==> src/rtl/counter_cmd_ctrl_if.sv <==
// rtl/counter_cmd_ctrl_if.sv - requester command channels and done channel for counter_cmd_ctrl
interface counter_cmd_ctrl_if #(
  parameter int DW = 4,
  parameter int NW = 4,
  parameter int AW = (DW > NW) ? DW : NW
);
  logic          req0_valid;
  logic          req0_ready;
  logic [1:0]    req0_op;
  logic [AW-1:0] req0_arg;

  logic          req1_valid;
  logic          req1_ready;
  logic [1:0]    req1_op;
  logic [AW-1:0] req1_arg;

  logic          done_valid;
  logic          done_ready;
  logic          done_id;
  logic [DW-1:0] done_value;

  modport master (
    output req0_valid, req0_op, req0_arg,
    output req1_valid, req1_op, req1_arg,
    output done_ready,
    input  req0_ready, req1_ready,
    input  done_valid, done_id, done_value
  );

  modport slave (
    input  req0_valid, req0_op, req0_arg,
    input  req1_valid, req1_op, req1_arg,
    input  done_ready,
    output req0_ready, req1_ready,
    output done_valid, done_id, done_value
  );
endinterface

==> src/rtl/counter_cmd_ctrl.sv <==
// rtl/counter_cmd_ctrl.sv - round-robin command sequencer for the loadable up/down counter
module counter_cmd_ctrl #(
  parameter int DW = 4,
  parameter int NW = 4
) (
  input  logic          clk,
  input  logic          rstn,
  counter_cmd_ctrl_if.slave bus,
  output logic          cnt_load,
  output logic          cnt_en,
  output logic          cnt_up_down,
  output logic [DW-1:0] cnt_data_in,
  input  logic [DW-1:0] cnt_data_out
);

  localparam logic [1:0] OP_LOAD = 2'b00;
  localparam logic [1:0] OP_UP   = 2'b01;
  localparam logic [1:0] OP_DOWN = 2'b10;
  localparam logic [1:0] OP_READ = 2'b11;

  typedef enum logic [1:0] {IDLE, EXEC, RESP} state_t;

  state_t        state;
  logic          last_grant;   // requester granted most recently
  logic [1:0]    op_q;
  logic          id_q;
  logic [NW-1:0] rem_q;
  logic          done_valid_q;
  logic          done_id_q;

  logic          grant0;
  logic          grant1;
  logic          accept;
  logic [1:0]    sel_op;
  logic [DW-1:0] sel_load;
  logic [NW-1:0] sel_steps;

  // Round-robin pick among valid requesters and mux of the winner's command
  always_comb begin
    grant0    = bus.req0_valid && (!bus.req1_valid || last_grant);
    grant1    = bus.req1_valid && !grant0;
    accept    = rstn && (state == IDLE) && (grant0 || grant1);
    sel_op    = grant1 ? bus.req1_op : bus.req0_op;
    sel_load  = grant1 ? bus.req1_arg[DW-1:0] : bus.req0_arg[DW-1:0];
    sel_steps = grant1 ? bus.req1_arg[NW-1:0] : bus.req0_arg[NW-1:0];
  end

  // Ready is only offered in IDLE and is held low while reset is asserted
  assign bus.req0_ready = rstn && (state == IDLE) && grant0;
  assign bus.req1_ready = rstn && (state == IDLE) && grant1;

  // The counter is idle in RESP, so its live value is the stable result
  assign bus.done_valid = done_valid_q;
  assign bus.done_id    = done_id_q;
  assign bus.done_value = done_valid_q ? cnt_data_out : '0;

  // Command FSM with registered counter controls and done flags
  always_ff @(posedge clk or negedge rstn) begin
    if (!rstn) begin
      state        <= IDLE;
      last_grant   <= 1'b1;
      op_q         <= OP_LOAD;
      id_q         <= 1'b0;
      rem_q        <= '0;
      done_valid_q <= 1'b0;
      done_id_q    <= 1'b0;
      cnt_load     <= 1'b0;
      cnt_en       <= 1'b0;
      cnt_up_down  <= 1'b0;
      cnt_data_in  <= '0;
    end else begin
      case (state)
        IDLE: begin
          if (accept) begin
            op_q       <= sel_op;
            id_q       <= grant1;
            last_grant <= grant1;
            rem_q      <= sel_steps;
            case (sel_op)
              OP_LOAD: begin
                cnt_load    <= 1'b1;
                cnt_data_in <= sel_load;
                state       <= EXEC;
              end
              OP_UP, OP_DOWN: begin
                if (sel_steps == '0) begin
                  done_valid_q <= 1'b1;
                  done_id_q    <= grant1;
                  state        <= RESP;
                end else begin
                  cnt_en      <= 1'b1;
                  cnt_up_down <= (sel_op == OP_UP);
                  state       <= EXEC;
                end
              end
              default: begin
                done_valid_q <= 1'b1;
                done_id_q    <= grant1;
                state        <= RESP;
              end
            endcase
          end
        end
        EXEC: begin
          // LOAD takes one cycle; UP/DOWN runs until the last step is issued
          if (op_q == OP_LOAD || rem_q == NW'(1)) begin
            cnt_load     <= 1'b0;
            cnt_en       <= 1'b0;
            done_valid_q <= 1'b1;
            done_id_q    <= id_q;
            state        <= RESP;
          end
          if (op_q != OP_LOAD) begin
            rem_q <= rem_q - NW'(1);
          end
        end
        RESP: begin
          if (bus.done_ready) begin
            done_valid_q <= 1'b0;
            state        <= IDLE;
          end
        end
        default: state <= IDLE;
      endcase
    end
  end

endmodule

==> src/flat_wrapper.sv <==
// flat-port wrapper written by rule: the top's interface ports become plain ports
module counter_cmd_ctrl_flat 
#(
  parameter int DW = 4,
  parameter int NW = 4
)
  (clk, rstn, cnt_load, cnt_en, cnt_up_down, cnt_data_in, cnt_data_out, bus_req0_valid, bus_req0_op, bus_req0_arg, bus_req1_valid, bus_req1_op, bus_req1_arg, bus_done_ready, bus_req0_ready, bus_req1_ready, bus_done_valid, bus_done_id, bus_done_value);
  counter_cmd_ctrl_if #(.DW(DW), .NW(NW)) bus_i ();
  input  logic clk;
  input  logic rstn;
  output logic cnt_load;
  output logic cnt_en;
  output logic cnt_up_down;
  output logic [DW-1:0] cnt_data_in;
  input  logic [DW-1:0] cnt_data_out;
  input wire logic [$bits(bus_i.req0_valid)-1:0] bus_req0_valid;
  input wire logic [$bits(bus_i.req0_op)-1:0] bus_req0_op;
  input wire logic [$bits(bus_i.req0_arg)-1:0] bus_req0_arg;
  input wire logic [$bits(bus_i.req1_valid)-1:0] bus_req1_valid;
  input wire logic [$bits(bus_i.req1_op)-1:0] bus_req1_op;
  input wire logic [$bits(bus_i.req1_arg)-1:0] bus_req1_arg;
  input wire logic [$bits(bus_i.done_ready)-1:0] bus_done_ready;
  output wire logic [$bits(bus_i.req0_ready)-1:0] bus_req0_ready;
  output wire logic [$bits(bus_i.req1_ready)-1:0] bus_req1_ready;
  output wire logic [$bits(bus_i.done_valid)-1:0] bus_done_valid;
  output wire logic [$bits(bus_i.done_id)-1:0] bus_done_id;
  output wire logic [$bits(bus_i.done_value)-1:0] bus_done_value;
  assign bus_i.req0_valid = bus_req0_valid;
  assign bus_i.req0_op = bus_req0_op;
  assign bus_i.req0_arg = bus_req0_arg;
  assign bus_i.req1_valid = bus_req1_valid;
  assign bus_i.req1_op = bus_req1_op;
  assign bus_i.req1_arg = bus_req1_arg;
  assign bus_i.done_ready = bus_done_ready;
  assign bus_req0_ready = bus_i.req0_ready;
  assign bus_req1_ready = bus_i.req1_ready;
  assign bus_done_valid = bus_i.done_valid;
  assign bus_done_id = bus_i.done_id;
  assign bus_done_value = bus_i.done_value;
  counter_cmd_ctrl #(.DW(DW), .NW(NW)) u_core (.clk(clk), .rstn(rstn), .bus(bus_i), .cnt_load(cnt_load), .cnt_en(cnt_en), .cnt_up_down(cnt_up_down), .cnt_data_in(cnt_data_in), .cnt_data_out(cnt_data_out));
endmodule
==> config.mk <==
export PLATFORM = sky130hd
export DESIGN_NAME = counter_cmd_ctrl_flat
export DESIGN_NICKNAME = d
export VERILOG_FILES = /design/src/rtl/counter_cmd_ctrl_if.sv /design/src/rtl/counter_cmd_ctrl.sv /design/src/flat_wrapper.sv
export SDC_FILE = /design/constraint.sdc
export NUM_CORES = 1
export LEC_CHECK = 0
export CAP_MARGIN = 20
export CORE_ASPECT_RATIO = 0.8
export CORE_MARGIN = 3
export CORE_UTILIZATION = 48
export CTS_BUF_LIST = sky130_fd_sc_hd__clkbuf_16
export CTS_CLUSTER_DIAMETER = 80
export DETAILED_ROUTE_END_ITERATION = 10
export GPL_TIMING_DRIVEN = 0
export HOLD_SLACK_MARGIN = 0.05
export PLACE_DENSITY_LB_ADDON = 0.2
export SYNTH_ARGS = -nofsm -noshare
export SYNTH_HDL_FRONTEND = slang
export SYNTH_SLANG_ARGS = --single-unit
==> constraint.sdc <==
create_clock -name clk -period 3.99 [get_ports clk]
set_clock_uncertainty 0.1 [all_clocks]
set_input_delay 0.798 -clock clk [delete_from_list [all_inputs] [get_ports clk]]
set_output_delay 0.798 -clock clk [all_outputs]
set_load 0.1 [all_outputs]
; ---- Word-level counts from Yosys, hierarchy flattened
; Cells that the tools add are included.
[word_totals]
reg_bits = 19
latch_bits = 0
mem_bits_rw = 0
romBits = 0
input_bits = 21
out_inout_bits = 15
word_cells = 86
memories = 0
[classes]
addsub = 1
mul = 0
n_div = 0
magnitude_cmp = 0
eq_ne = 14
shift = 0
n_mux = 31
bitwise_logic = 1
reduce_logical = 28
[op_table]
columns = op, count
row1 = 4-bit two-way mux, 4
row2 = 1-bit two-way mux, 13
row3 = 2-bit two-way mux, 5
row4 = "2-bit != test, second input constant", 5
row5 = 1-bit one-hot mux with 2 select lines, 5
row6 = 5-bit AND reduction, 2
row7 = 3-bit AND reduction, 3
row8 = 4-bit one-hot mux with 2 select lines, 1
row9 = 4-bit AND reduction, 2
row10 = 1-bit logical AND, 6
row11 = 2-bit zero test, 3
row12 = "2-bit by 1-bit != test with 1-bit output, second input constant", 3
row13 = 2-bit one-hot mux with 3 select lines, 1
row14 = 6-bit AND reduction, 1
row15 = "2-bit by 1-bit equality test with 1-bit output, second input constant", 2
row16 = "2-bit equality test, second input constant", 2
row17 = "4-bit by 1-bit equality test with 1-bit output, second input constant", 1
row18 = 4-bit zero test, 1
row19 = 2-bit one-hot mux with 2 select lines, 1
row20 = 2-bit nonzero test, 2
row21 = "4-bit by 1-bit subtractor with 4-bit output, second input constant", 1
row22 = 1-bit logical OR, 3
row23 = "3-bit != test, second input constant", 1
row24 = 1-bit one-hot mux with 3 select lines, 1
row25 = other kinds (5), 6

; ---- Depth between registers and ports, before layout
; Gate-level depths: netlist of run 1.
[depth]
depth_word = 11
ltp_mapped = 8
depth_no_buf = 7

; ---- Worst setup path after synthesis of run 1
; OpenSTA, ideal clock, no wires.
[synth_timing]
path_kind = input to output
startpoint = input port bus_req1_valid
endpoint = output port bus_req1_ready
t_arrival_ns = 1.883
required_time_ns = 3.092
slack_ns = 1.209
path_stages = 3
path_cell_list = a21boi_2 > buf_6 > and2_1
[synth_between]
elab_chain_len = 6
[synth_rtl]
columns = item, line
row1 = start: declaration, flat_wrapper.sv:19  ; input wire logic [$bits(bus_i.req1_valid)-1:0] bus_req1_valid;
row2 = 1-bit zero test, counter_cmd_ctrl.sv:40  ; grant0 = bus.req0_valid && (!bus.req1_valid || last_grant);
row3 = 1-bit logical OR, counter_cmd_ctrl.sv:40
row4 = 1-bit logical AND, counter_cmd_ctrl.sv:40
row5 = 1-bit zero test, counter_cmd_ctrl.sv:41  ; grant1 = bus.req1_valid && !grant0;
row6 = 1-bit logical AND (*), counter_cmd_ctrl.sv:41
row7 = 1-bit logical AND (*), counter_cmd_ctrl.sv:50  ; assign bus.req1_ready = rstn && (state == IDLE) && grant1;
row8 = end: declaration, flat_wrapper.sv:24  ; output wire logic [$bits(bus_i.req1_ready)-1:0] bus_req1_ready;
; Every way passes the cells marked *; elsewhere a longest branch is shown, timed or not.

; ---- Worst setup path after layout of run 1
[layout_timing]
startpoint = input port rstn
endpoint = output port bus_req1_ready
[layout_between]
elab_chain_len = 2
[layout_rtl]
columns = item, line
row1 = start: declaration, flat_wrapper.sv:10  ; input logic rstn;
row2 = 1-bit logical AND (2 in a row), counter_cmd_ctrl.sv:50
; No other way between the ends.

==> summary.md, run 1 <==
| Metric | Value |
|---|---|
| GP Congestion | 0.7912 |
| Post-DR wirelength/cell | around 15 um |
| Clock buffer depth | 2 |
| Synth Flop Type | dfrtp_1 |
| Clock transition at the registers of the reported paths | roughly 0.050 ns |
| CTS root buf | clkbuf_16 |
| Setup CP Type | in2out |
| Layout Nets | 182 |
| Core area | 2252 sq um |
| Comb pwr share | between 60 and 70% |
| Commonest cells after routing, fill and taps aside | clkdlybuf4s50_1 (32), dfrtp_1 (18), nand2_1 (10) |
| Final setup margin | about 0.27 ns |
| Synth Register Bits | 19 |
| Post-Syn Instances | roughly 120 |
| Flop2flop setup slack | around 1.5 ns |
| Yosys warns | 0 |
| Worst-path cell chain | dlygate4sd2_1 -> nor3b_4 -> and2_1 -> clkdlybuf4s15_2 |
| Least-Margin Pin Slew | 0.9761 ns |
| Worst flop-to-flop path startpoint | u_core.last_grant |
| Setup WS pre-CTS | -0.6171 ns |
| Die Area | about 3100 sq um |
| Fmax achieved | 268.5 MHz |
| Routed Antenna Nets | 0 |
| Hold_sp | u_core.cnt_data_in[0] |
| RR Endpoint | u_core.bus.done_id |
| Switching Fraction | between 50 and 60% |
| Slowest Stage Delay on Critical Path | 0.78 ns |
| Chip Width | ~60 um |
| Worst rel slew slack | a little over a third |
| Yosys cell types | 40 |
| Post-synth EDFFs | 0 |
| Row count | 15 |
| Cell Area, Synth | about 1200 sq um |
| Initial Util | a little over half |
| Unrepaired setup endpoints after global routing | no |
| WHS Path Cells | 2 |
| Largest net degree at the start of global routing | 21 |
| ANT cells | 0 |
| Fillers | approximately 170 |
| Min cycle time layout | around 3.7 ns |
| GRT overflow | 0 |
| Crit path max-delay family | buffers and inverters |
| Maximum fanout along the worst path | 20 |
| Reg power frac | around 25% |
| CP Data Arrival Time | 2.83 ns |
| Starting DRC count in detailed routing | 27 |
| Gr usage total | about 19% |
| CTS Sinks | 19 |
| MaxCap Viol Count | 0 |
| Switch Pwr | around 0.76 mW |
| Post-synthesis area per instance | 10.27 sq um |
| Worst min-delay path class | reg2reg |
| Clock share of power | approximately 14% |
| Async set-reset flop share out of synthesis | between 90% and 100% |
| DR DRC count | 0 |
| Slowest CP cell | dlygate4sd2_1 |
| Final setup violation count | 0 |
| WHS Endpoint | u_core.cnt_data_in[0] |
| Leading cell type in the layout, fill and taps excluded | clkdlybuf4s50_1 |
| Post-detail-place hpwl | about 2.1 mm |
| Worst path depth | 4 |
| Worst Path Required | roughly 3.1 ns |
| Bufs and invs on worst path | 2 |
| Final TNS setup | 0 ns |
| Area grow syn2layout | 38.76% |
| Mapped Nets | between 100 and 150 |
| Die Y | 50.56 um |
| Outcome | finished clean |
| Crit path from | rstn |
| FF/Latch Area | 476.7 sq um |
| Routed WL | between 2 and 3 mm |
| Seq/Total Area, Yosys | between 40% and 50% |
| Type of destination of the critical path | output pin |
| Vias in the first global route | 964 |
| Vias/cell | about 5.6 |
| Startpoint Class | input pin |
| Leakage | ~0.73 nW |
| Final core occ | roughly three quarters |
| Detailed-route via count | ~1000 |
| Fin. max-slew vios | 0 |
| Tcrit/Tclk final | around 93% |
| PD cells | slightly below 900 nW/um^2 |
| Maximum vdd drop | 0.0006104 V |
| First-pass GRT wire length | around 4.5 mm |
| Worst-Skew Late Latency | approximately 0.25 ns |
| Layout cells sized above 1 | between 10% and 20% |
| Reg2reg path depth | 8 |
| First-pass detailed-route iteration total | 4 |
| Input/output buffers | 35 |
| I/O pin total | 36 |
| Fin. Hold Viols | 0 |
| CTS tree | done |
| Initial antenna violation count | 0 |
| Total CTS buffers | 3 |
| Multi-input logic area | around 650 sq um |
| H-tree depth | 1 |
| Internal power | 0.6941 mW |
registers in the layout (all words and copies together) (netlist names):
signal	count
u_core.cnt_up_down	1
u_core.id_q	1
u_core.cnt_en	1
u_core.bus.done_valid	1
u_core.bus.done_id	1
u_core.last_grant	1
u_core.rem_q	4
u_core.cnt_data_in	4
u_core.state	2
u_core.cnt_load	1
u_core.op_q	2
worst max path at each step:
| stage | endpoint | slack (ns) |
|---|---|---|
| final | bus_req1_ready | 0.27 |
| after global routing | bus_req1_ready | 0.05 |
| after CTS | bus_req1_ready | 0.22 |
| after detailed placement | bus_req1_ready | -0.62 |
| after global placement | bus_req1_ready | -0.60 |
| after floorplan | bus_req1_ready | 1.21 |
repair_timing:
| action | in CTS | in global routing |
|---|---|---|
| hold endpoints to repair | 0 | 0 |
| hold buffers | 0 | 0 |
| gates resized for setup | 7 | 0 |
| endpoints found under the setup margin | 2 | 0 |
| buffers inserted | 0 | 0 |
area by class of cell:
cell class / count / area share, %
multi-input cells: 88 / 39.59
flip-flops and latches: 19 / 28.84
clock inverters: 1 / 0.2271
inverters: 5 / 1.136
repair buffers: 35 / 21.27
well taps: 25 / 1.893
clock buffers: 3 / 4.542
plain buffers: 4 / 2.498
cell usage after synthesis (2+ instances only):
master,n,share of area [%]
or2_2,2,1.1
and3_1,3,1.6
ha_1,5,5.3
nand2b_1,4,2.1
nor3_1,2,0.84
o311ai_1,2,1.5
nand2_1,10,3.2
a21oi_1,4,1.7
mux2_2,3,2.8
dfrtp_1,18,38
a21o_1,4,2.5
and2_1,6,3.2
nor2b_1,2,1.1
nand3_1,2,0.84
mux2i_1,5,4.2
mux2_1,2,1.9
o21ai_0,9,3.8
nor4_1,2,1.1
inv_1,5,1.6
buf_6,3,2.8
nor2_1,4,1.3
per-layer routing:
metal	up-vias	wire length, um	track usage (%)	part of all wire [%]
li1	496	-	-	-
met1	480	1190	24.76	44
met2	24	1383	32.58	51
met3	4	120	5.398	4.4
met4	0	17	3.180	0.63
met5	-	0	0	0
logic make-up (layout without fill, tap and decap cells):
logic type	Yosys count	count (layout)	share of synthesized area, %
and+or+nand+nor	43	43	21.22
AOI/OAI and AO/OA	29	29	18.38
DFF	19	19	40.02
muxes	11	11	10.08
buffers and inverters	9	48	5.042
adders and majority gates	5	5	5.252
worst reg2reg max path, stage by stage, from the launching register on:
cell	delay (ns)
dfstp_2	0.55
a21boi_2	0.06
buf_6	0.15
mux2i_1	0.24
inv_1	0.10
ha_1	0.39
nor3_1	0.10
a221oi_2	0.31
mux2_1	0.35
power by group through the flow:
stage | clock network (mW) | logic, mW | registers [mW]
2_1_floorplan | 0 | 0.380 | 0.665
4_1_cts | 0.204 | 0.897 | 0.358
5_1_grt | 0.214 | 0.949 | 0.369
3_5_place_dp | 0 | 0.895 | 0.360
3_3_place_gp | 0 | 0.881 | 0.351
6_report | 0.201 | 0.893 | 0.357
stage by stage:
stage	instances	total power [mW]	hold WS, ns	instance area (sq um)
3_3_place_gp	176	1.232	0.3633	1573
6_report	180	1.451	0.3752	1653
3_5_place_dp	176	1.255	0.3718	1573
2_1_floorplan	116	1.045	0.3496	1191
4_1_cts	180	1.459	0.3832	1653
5_1_grt	180	1.532	0.4191	1653
Note: power is estimated with default switching activity, not from simulation.
==> run 2, diff against run 1 <==
Settings changed: CORE_UTILIZATION 48 to 42.
Clock period 3.99 ns to 3.32 ns, I/O delays scaled along.
==> run 2 against run 1 <==
Via count increased by 1.2%. Sequential share of layout area is 0.28 points lower. Critical path depth fell by 1. Combinational power is 20% higher. Power up 20%. Clock-buffer cell count did not move. Core utilization fell by 8.3 points. Non-clock buffer count unchanged. Sequential cell count unchanged. Highest routed layer unchanged.
==> summary.md, run 2 (synthesis results as in run 1) <==
| Metric | Value |
|---|---|
| Outcome | finished clean |
| Worst rel slew slack | 34.78% (+0.054 points) |
| Layout cells sized above 1 | 16.77% (+0.65 points) |
| Leakage | 0.7327 nW (about the same) |
| Starting DRC count in detailed routing | 8 (-70%) |
| Crit path from | cnt_data_out[2] |
| H-tree depth | 1 (unchanged) |
| Least-Margin Pin Slew | 0.9753 ns (-0.0008100 ns) |
| Input/output buffers | 35 (unchanged) |
| Final setup violation count | 0 (unchanged) |
| Type of destination of the critical path | output pin |
| Startpoint Class | input pin |
| Total power | 1.739 mW (+20%) |
| Leading cell type in the layout, fill and taps excluded | clkdlybuf4s50_1 |
| Detailed-route via count | 1016 (+1.2%) |
| Fin. Hold Viols | 0 (unchanged) |
| CTS Sinks | 19 (unchanged) |
| Flop2flop setup slack | 0.86 ns (-0.68 ns) |
| GP Congestion | 0.8005 (+1.2%) |
| ANT cells | 0 (unchanged) |
| Gr usage total | 17.71% (-1.6 points) |
| GR Layer Usage met3 | 5.010% (-0.39 points) |
| CTS root buf | clkbuf_16 |
| Initial antenna violation count | 0 (unchanged) |
| Worst flop-to-flop path startpoint | u_core.last_grant |
| CTS tree | done |
| Worst min-delay path class | in2async |
| Fmax achieved | around 320 MHz |
| MaxCap Viol Count | 0 (unchanged) |
| Chip Width | 65.54 um (+6.2%) |
| Maximum vdd drop | 0.0004116 V (-33%) |
| Die Y | 53.63 um (+6.1%) |
| Routed WL | 2.689 mm (-0.77%) |
| Tcrit/Tclk final | between 90% and 100% |
| Clock buffer depth | 2 (unchanged) |
| First-pass GRT wire length | 4.609 mm (+3.4%) |
| DR DRC count | 0 (unchanged) |
| I/O pin total | 36 (unchanged) |
| Vias/cell | 5.319 (-4.6%) |
| Finished Layout Cells | 191 (+6.1%) |
| Die Area | 3515 sq um (+13%) |
| First-pass detailed-route iteration total | 4 (unchanged) |
| Clock transition at the registers of the reported paths | 0.05 ns (about the same) |
| Layout Nets | 182 (unchanged) |
| Post-DR wirelength/cell | 14.08 um (-6.5%) |
| CP Data Arrival Time | 2.38 ns (-0.45 ns) |
| Unrepaired setup endpoints after global routing | no |
| Top Registers | u_core.cnt_data_in (4), u_core.rem_q (4) |
| Post-detail-place hpwl | 2.072 mm (+0.92%) |
| Routed Antenna Nets | 0 (unchanged) |
| Vias in the first global route | 1014 (+5.2%) |
| PD cells | 1042 nW/um^2 (+19%) |
| GR Util met2 | 32.44% (-0.14 points) |
| Total CTS buffers | 3 (unchanged) |
| Worst-Skew Late Latency | 0.25 ns (about the same) |
| Maximum fanout along the worst path | 1 (-95%) |
| Reg2reg path depth | 8 (unchanged) |
| Placed insts | 187 (+6.3%) |
| Row count | 16 (+1) |
| Hold_ws | 0.3687 ns (-0.006525 ns) |
| Core area | 2562 sq um (+14%) |
| Worst Path Required | 2.56 ns (-0.53 ns) |
| Post-CTS setup buffers | 0 (unchanged) |
| GR peak layer | met2 |
| Final core occ | 65.14% (-8.3 points) |
| Initial Util | 46.48% (-6.4 points) |
| Setup WS pre-CTS | -1.010 ns (-0.3930 ns) |
| RR Endpoint | u_core.bus.done_id |
| Met1 global-route usage | 19.25% (-5.5 points) |
| Final setup margin | 0.1769 ns (-0.08885 ns) |
| Largest net degree at the start of global routing | 21 (unchanged) |
| Commonest cells after routing, fill and taps aside | clkdlybuf4s50_1 (32), dfrtp_1 (18), nand2_1 (10) |
| GRT overflow | 0 (unchanged) |
| Fin. max-slew vios | 0 (unchanged) |
| Area grow syn2layout | 40.13% |
| Setup CP Type | in2out |
| Min cycle time layout | roughly 3.1 ns |
==> run 2: changes by cell type in the layout (fill, tap and decap cells not counted), sizes merged <==
cell | before | now
clkdlybuf4s15 | 2 | 3
dlygate4sd2 | 1 | 0
==> run 2: timing repair <==
item / in CTS / in global routing
setup endpoints to repair: 2 / 0
gates resized for setup: 9 / 0
hold buffers: 0 / 0
==> run 2: how the worst max path moves through the flow <==
stage                              endpoint  cells after the start
final                     bus_done_value[2]                      3
after global routing         bus_req1_ready                      4
after CTS                 bus_done_value[2]                      3
after detailed placement     bus_req1_ready                      4
after global placement       bus_req1_ready                      4
after floorplan           bus_done_value[0]                      1
==> run 2: cell type report <==
| class | count | area, sq um |
|---|---|---|
| fill | 241 | 893.4 |
| multi-input combinational | 88 | 654.4 |
| sequential | 19 | 476.7 |
| timing repair buffer | 35 | 354.1 |
| clock buffer | 3 | 75.07 |
| tap | 36 | 45.04 |
| buffer | 4 | 41.29 |
| inverter | 5 | 18.77 |
| clock inverter | 1 | 3.754 |
==> run 2: worst max-delay path, stage by stage <==
cell and delay, ns:
clkdlybuf4s50_1 0.45, and2_1 0.13, clkdlybuf4s50_1 1.13
==> run 2: where the power goes <==
group / internal [mW] / switching (mW)
clock: 0.160 / 0.0822
combinational: 0.328 / 0.740
sequential: 0.346 / 0.0833
==> run 2: stage by stage <==
step / area [sq um] / setup TNS [ns]
global placement: 1587 / -1.990
global route: 1669 / 0
floorplan: 1191 / 0
finish: 1669 / 0
detailed placement: 1587 / -1.975
CTS: 1669 / 0
==> run 2: layer usage <==
layer | up-vias | wire length [um] | share of wire [%]
met5 | - | 0 | 0
li1 | 498 | - | -
met4 | 0 | 42 | 1.6
met3 | 5 | 165 | 6.1
met1 | 483 | 1139 | 42
met2 | 30 | 1340 | 50
==> run 3, diff against run 2 <==
Settings changed: CORE_UTILIZATION 42 to 46, CTS_CLUSTER_DIAMETER 80 to 40, MAX_ROUTING_LAYER set to met4.
Clock period 3.32 ns to 3.45 ns, I/O delays scaled along.
==> run 3 against run 2 <==
Setup slack better by 0.083 ns. First-iteration DRC count rose to 5.9 times the previous value. Sequential share of layout area about the same. Global-route usage grew 1.4 points. Cell area fell by 0.15%. Die area fell by 7.8%. Sequential power shrank 4%. Power decreased by 3.3%.
==> summary.md, run 3 (synthesis results as in run 1) <==
| Metric | Value |
|---|---|
| Maximum fanout along the worst path | 1 (unchanged) |
| I/O pin total | 36 (unchanged) |
| First-pass detailed-route iteration total | 4 (unchanged) |
| CTS root buf | clkbuf_16 |
| Worst-Skew Late Latency | 0.25 ns (about the same) |
| Detailed-route via count | 1007 (-0.89%) |
| GRT overflow | 0 (unchanged) |
| Leading cell type in the layout, fill and taps excluded | clkdlybuf4s50_1 |
| Top Registers | u_core.cnt_data_in (4), u_core.rem_q (4) |
| WHS Endpoint | u_core.cnt_data_in[0] |
| Finished Layout Cells | 189 (-1.0%) |
| Initial Util | 51.60% (+5.1 points) |
| Total power | 1.681 mW (-3.3%) |
| Vias/cell | 5.328 (+0.16%) |
| Min cycle time layout | 3.190 ns |
| Final setup margin | 0.2601 ns (+0.08318 ns) |
| Final core occ | 72.20% (+7.1 points) |
| Tcrit/Tclk final | approximately 92% |
| Placed insts | 185 (-1.1%) |
| Fmax achieved | between 300 and 400 MHz |
| Final TNS setup | 0 ns (unchanged) |
| Chip Width | 62.89 um (-4.0%) |
| Core area | 2308 sq um (-9.9%) |
| Setup CP Type | in2out |
| Reg2reg path depth | 8 (unchanged) |
| Die Y | 51.52 um (-3.9%) |
| Fin. max-slew vios | 0 (unchanged) |
| First-pass GRT wire length | 4.698 mm (+1.9%) |
| Area grow syn2layout | 39.92% |
| Commonest cells after routing, fill and taps aside | clkdlybuf4s50_1 (32), dfrtp_1 (18), nand2_1 (10) |
| H-tree depth | 1 (unchanged) |
| GP Congestion | 0.8015 (+0.12%) |
| Routed Antenna Nets | 0 (unchanged) |
| Worst flop-to-flop path startpoint | u_core.last_grant |
| Layout Nets | 182 (unchanged) |
| Clock buffer depth | 2 (unchanged) |
| Row count | 15 (-1) |
| RR Endpoint | u_core.bus.done_id |
| Worst Path Required | 2.66 ns (+0.10 ns) |
| CTS Sinks | 19 (unchanged) |
| Final setup violation count | 0 (unchanged) |
| Flop2flop setup slack | 0.97 ns (+0.11 ns) |
| Leakage | 0.7327 nW (unchanged) |
| CP Data Arrival Time | 2.40 ns (+0.02 ns) |
| Hold_sp | u_core.cnt_data_in[0] |
| Post-DR wirelength/cell | 14.66 um (+4.1%) |
| Routed WL | 2.770 mm (+3.0%) |
| WHS Path Cells | 2 |
| Post-detail-place hpwl | 2.251 mm (+8.6%) |
| MaxCap Viol Count | 0 (unchanged) |
| Post-CTS setup buffers | 0 (unchanged) |
| Outcome | finished clean |
| Unrepaired setup endpoints after global routing | no |
| Fin. Hold Viols | 0 (unchanged) |
| Placement Cell Area | 1584 sq um (-0.16%) |
| Starting DRC count in detailed routing | 47 (+39) |
| Gr usage total | 19.15% (+1.4 points) |
| Largest net degree at the start of global routing | 21 (unchanged) |
| CTS tree | done |
| Layout cells sized above 1 | 16.77% (unchanged) |
| Fin area | 1667 sq um (-0.15%) |
| Setup WS pre-CTS | -0.9503 ns (+0.05975 ns) |
| Initial antenna violation count | 0 (unchanged) |
| Least-Margin Pin Slew | 0.9751 ns (-0.0001219 ns) |
| DR DRC count | 0 (unchanged) |
| Vias in the first global route | 1019 (+0.49%) |
| Input/output buffers | 35 (unchanged) |
| Hold-fix buffers at CTS | 0 (unchanged) |
| # resized after CTS | 9 (unchanged) |
| PD cells | 1009 nW/um^2 (-3.2%) |
| Clock transition at the registers of the reported paths | 0.05 ns (about the same) |
| Worst rel slew slack | 34.79% (about the same) |
| Die Area | 3240 sq um (-7.8%) |
| Total CTS buffers | 3 (unchanged) |
| Startpoint Class | input pin |
| Type of destination of the critical path | output pin |
| ANT cells | 0 (unchanged) |
| Worst min-delay path class | reg2reg |
| Maximum vdd drop | 0.0005576 V (+35%) |
| Hold_ws | 0.3746 ns (+0.005968 ns) |
run 3: cell counts in the layout (fill, tap and decap cells not counted):
Identical to the previous run, type by type.
run 3: area by class of cell:
cell class                      instances  area, sq um
Tap cell                               34        42.54
Timing Repair Buffer                   35        354.1
Clock inverter                          1        3.754
Fill cell                             194        641.9
Multi-Input combinational cell         88        654.4
Clock buffer                            3        75.07
Sequential cell                        19        476.7
Inverter                                5        18.77
Buffer                                  4        41.29
run 3: worst max-delay path: stages:
cell and delay (ns):
clkdlybuf4s50_1 0.45, and2_1 0.13, clkdlybuf4s50_1 1.13
run 3: worst max path at each step:
| stage | endpoint | slack, ns | depth (start not counted) | start |
|---|---|---|---|---|
| finish | bus_done_value[1] | 0.26 | 3 | cnt_data_out[1] |
| detailed placement | bus_req1_ready | -0.95 | 4 | rstn |
| floorplan | bus_done_value[0] | 0.84 | 1 | u_core.bus.done_valid |
| CTS | bus_req1_ready | 0.24 | 4 | rstn |
| global route | bus_req1_ready | 0.12 | 4 | rstn |
| global placement | bus_req1_ready | -0.91 | 4 | rstn |
run 3: report_power, final:
| group | total, mW | switching, mW | internal [mW] |
|---|---|---|---|
| combinational | 1.04 | 0.722 | 0.316 |
| sequential | 0.413 | 0.0802 | 0.333 |
| clock | 0.230 | 0.0763 | 0.154 |
run 3: metal layers:
layer  vias up  global-route usage, %  wire length (um)
met5         -                      -                 0
met4         0                  2.198                12
met3         2                  4.320               131
met2        27                  34.68              1435
met1       483                  22.74              1191
li1        495                      -                 -
==> edit: new RTL, flow settings as in run 3 <==
`NW` is set to 4 in 3 places; all go to 3.
--- a/src/rtl/counter_cmd_ctrl_if.sv
+++ b/src/rtl/counter_cmd_ctrl_if.sv
@@ -1,7 +1,7 @@
 // rtl/counter_cmd_ctrl_if.sv - requester command channels and done channel for counter_cmd_ctrl
 interface counter_cmd_ctrl_if #(
   parameter int DW = 4,
-  parameter int NW = 4,
+  parameter int NW = 3,
   parameter int AW = (DW > NW) ? DW : NW
 );
   logic          req0_valid;
--- a/src/rtl/counter_cmd_ctrl.sv
+++ b/src/rtl/counter_cmd_ctrl.sv
@@ -1,7 +1,7 @@
 // rtl/counter_cmd_ctrl.sv - round-robin command sequencer for the loadable up/down counter
 module counter_cmd_ctrl #(
   parameter int DW = 4,
-  parameter int NW = 4
+  parameter int NW = 3
 ) (
   input  logic          clk,
   input  logic          rstn,
--- a/src/flat_wrapper.sv
+++ b/src/flat_wrapper.sv
@@ -2,7 +2,7 @@
 module counter_cmd_ctrl_flat 
 #(
   parameter int DW = 4,
-  parameter int NW = 4
+  parameter int NW = 3
 )
   (clk, rstn, cnt_load, cnt_en, cnt_up_down, cnt_data_in, cnt_data_out, bus_req0_valid, bus_req0_op, bus_req0_arg, bus_req1_valid, bus_req1_op, bus_req1_arg, bus_done_ready, bus_req0_ready, bus_req1_ready, bus_done_valid, bus_done_id, bus_done_value);
   counter_cmd_ctrl_if #(.DW(DW), .NW(NW)) bus_i ();
Formal check against the unedited RTL: not equivalent (a bounded check fails within 4 cycles, from zero or initial values and one cycle with rstn low).
==> edit against run 3 <==
- sequential cell count is 1 lower
- first-iteration DRC count is 17% lower
- hold slack better by 0.00095 ns
- largest cell class unchanged
- sequential share of layout area is 0.53 points lower
- wire length is 0.65% lower
- synthesized area is 3.7% lower
- worst setup slack worse by 0.039 ns
- count of clock-buffer cells in the layout stayed put
- fmax is 1.2% lower
- synthesized cell count is 6.0% higher
- critical endpoint is now bus_done_value[2]
- design area is 3.5% lower
Power is not shown: default switching activity piles up to over one toggle a cycle in this logic, so the estimate is an artifact.
==> edit: results (changes against run 3) <==
drt_iter0_drc: 39  # -17%
routabilityCongestion: 0.8228  # +2.7%
ff2ff_setup_slack_ns: 1.09  # +0.12 ns
drt-total-wl_um: 2752  # -0.65%
grt_max_degree: 23  # +9.5%
wl_met3_um: 151  # +15%
slew_headroom_pct: 34.87  # +0.085 points
min-delay-start: "u_core.id_q"
synthTopCellsByArea: "dfrtp_1 (37%), ha_1 (8.7%), mux2i_1 (7.0%), nand2_1 (4.3%), o21ai_0 (3.9%)"
drive_gt1_share_pct: 10.49  # -6.3 points
grtUsageTotal_pct: 20.11  # +0.96 points
dpl.hpwl_um: 2131  # -5.3%
route.met2.wl_um: 1271  # -11%
wl_met1_um: 1258  # +5.6%
syn_nets: 152  # +7.0%
status: "complete, no violations"
synthMuxAreaShare_pct: 9.924  # -0.16 points
crit_path_start: "cnt_data_out[2]"
grt.met3_usage_pct: 4.884  # +0.56 points
fin_crit_sh_pct: 93.59  # +1.1 points
wl_per_cell_um: 14.72  # +0.41%
ys_types: 36  # -10%
min_delay_worst_endpoint: "u_core.id_q"
nFillCells: 162  # -16%
ys_seq_area_share_pct: 39.37  # -0.65 points
reg.largest.list: "u_core.cnt_data_in (4), u_core.rem_q (3)"
ys_top_cells_by_count: "dfrtp_1 (17), nand2_1 (13), inv_1 (11)"
grt_use_met1_pct: 25.28  # +2.5 points
synthArstFlopShare_pct: 100.0  # unchanged
place_inst: 183  # -1.1%
cts_setup_buffers: 0  # unchanged
syn_area_per_cell_um2: 9.328  # -9.2%
grt_pass1_vias: 970  # -4.8%
min_path_cells: 1  # -1
synth_adder_area_share_pct: 8.724  # +3.5 points
vias: 1037  # +3.0%
synth_compound_area_share_pct: 19.96  # +1.6 points
fin_hold_ws_ns: 0.3756  # +0.0009510 ns
place_ws_ns: -0.6726  # +0.2778 ns
post_cts_resized: 7  # -2
grt.met2_usage_pct: 29.44  # -5.2 points
postPlaceCellArea_um2: 1529  # -3.5%
grt_pass1_wl_um: 4367  # -7.0%
r2r_cells: 7  # -1
==> edit: cell count changes after synthesis, moves of 3 or more <==
cell,delta
a21oi_1,+3
a31o_2,+3
ha_1,+3
inv_1,+6
mux2i_1,+3
nand2_1,+3
==> edit: cell type report <==
class	count	area, µm²	share of cell area [%]
plain buffers	4	23.77	1.477
clock buffers	3	75.07	4.666
clock inverters	1	3.754	0.2333
inverters	11	41.29	2.566
multi-input cells	90	630.6	39.19
flip-flops and latches	18	451.7	28.07
well taps	25	31.28	1.944
repair buffers	35	351.6	21.85
==> edit: how the worst max path moves through the flow <==
stage / cells after the start / to
floorplan: 5 / bus_req0_ready
global placement: 3 / bus_req1_ready
detailed placement: 3 / bus_req1_ready
CTS: 3 / bus_done_value[2]
global route: 4 / bus_req0_ready
finish: 3 / bus_done_value[2]
==> edit: critical path: stages <==
cell             delay (ns)
clkdlybuf4s50_1        0.46
and2_1                 0.15
clkdlybuf4s50_1        1.14
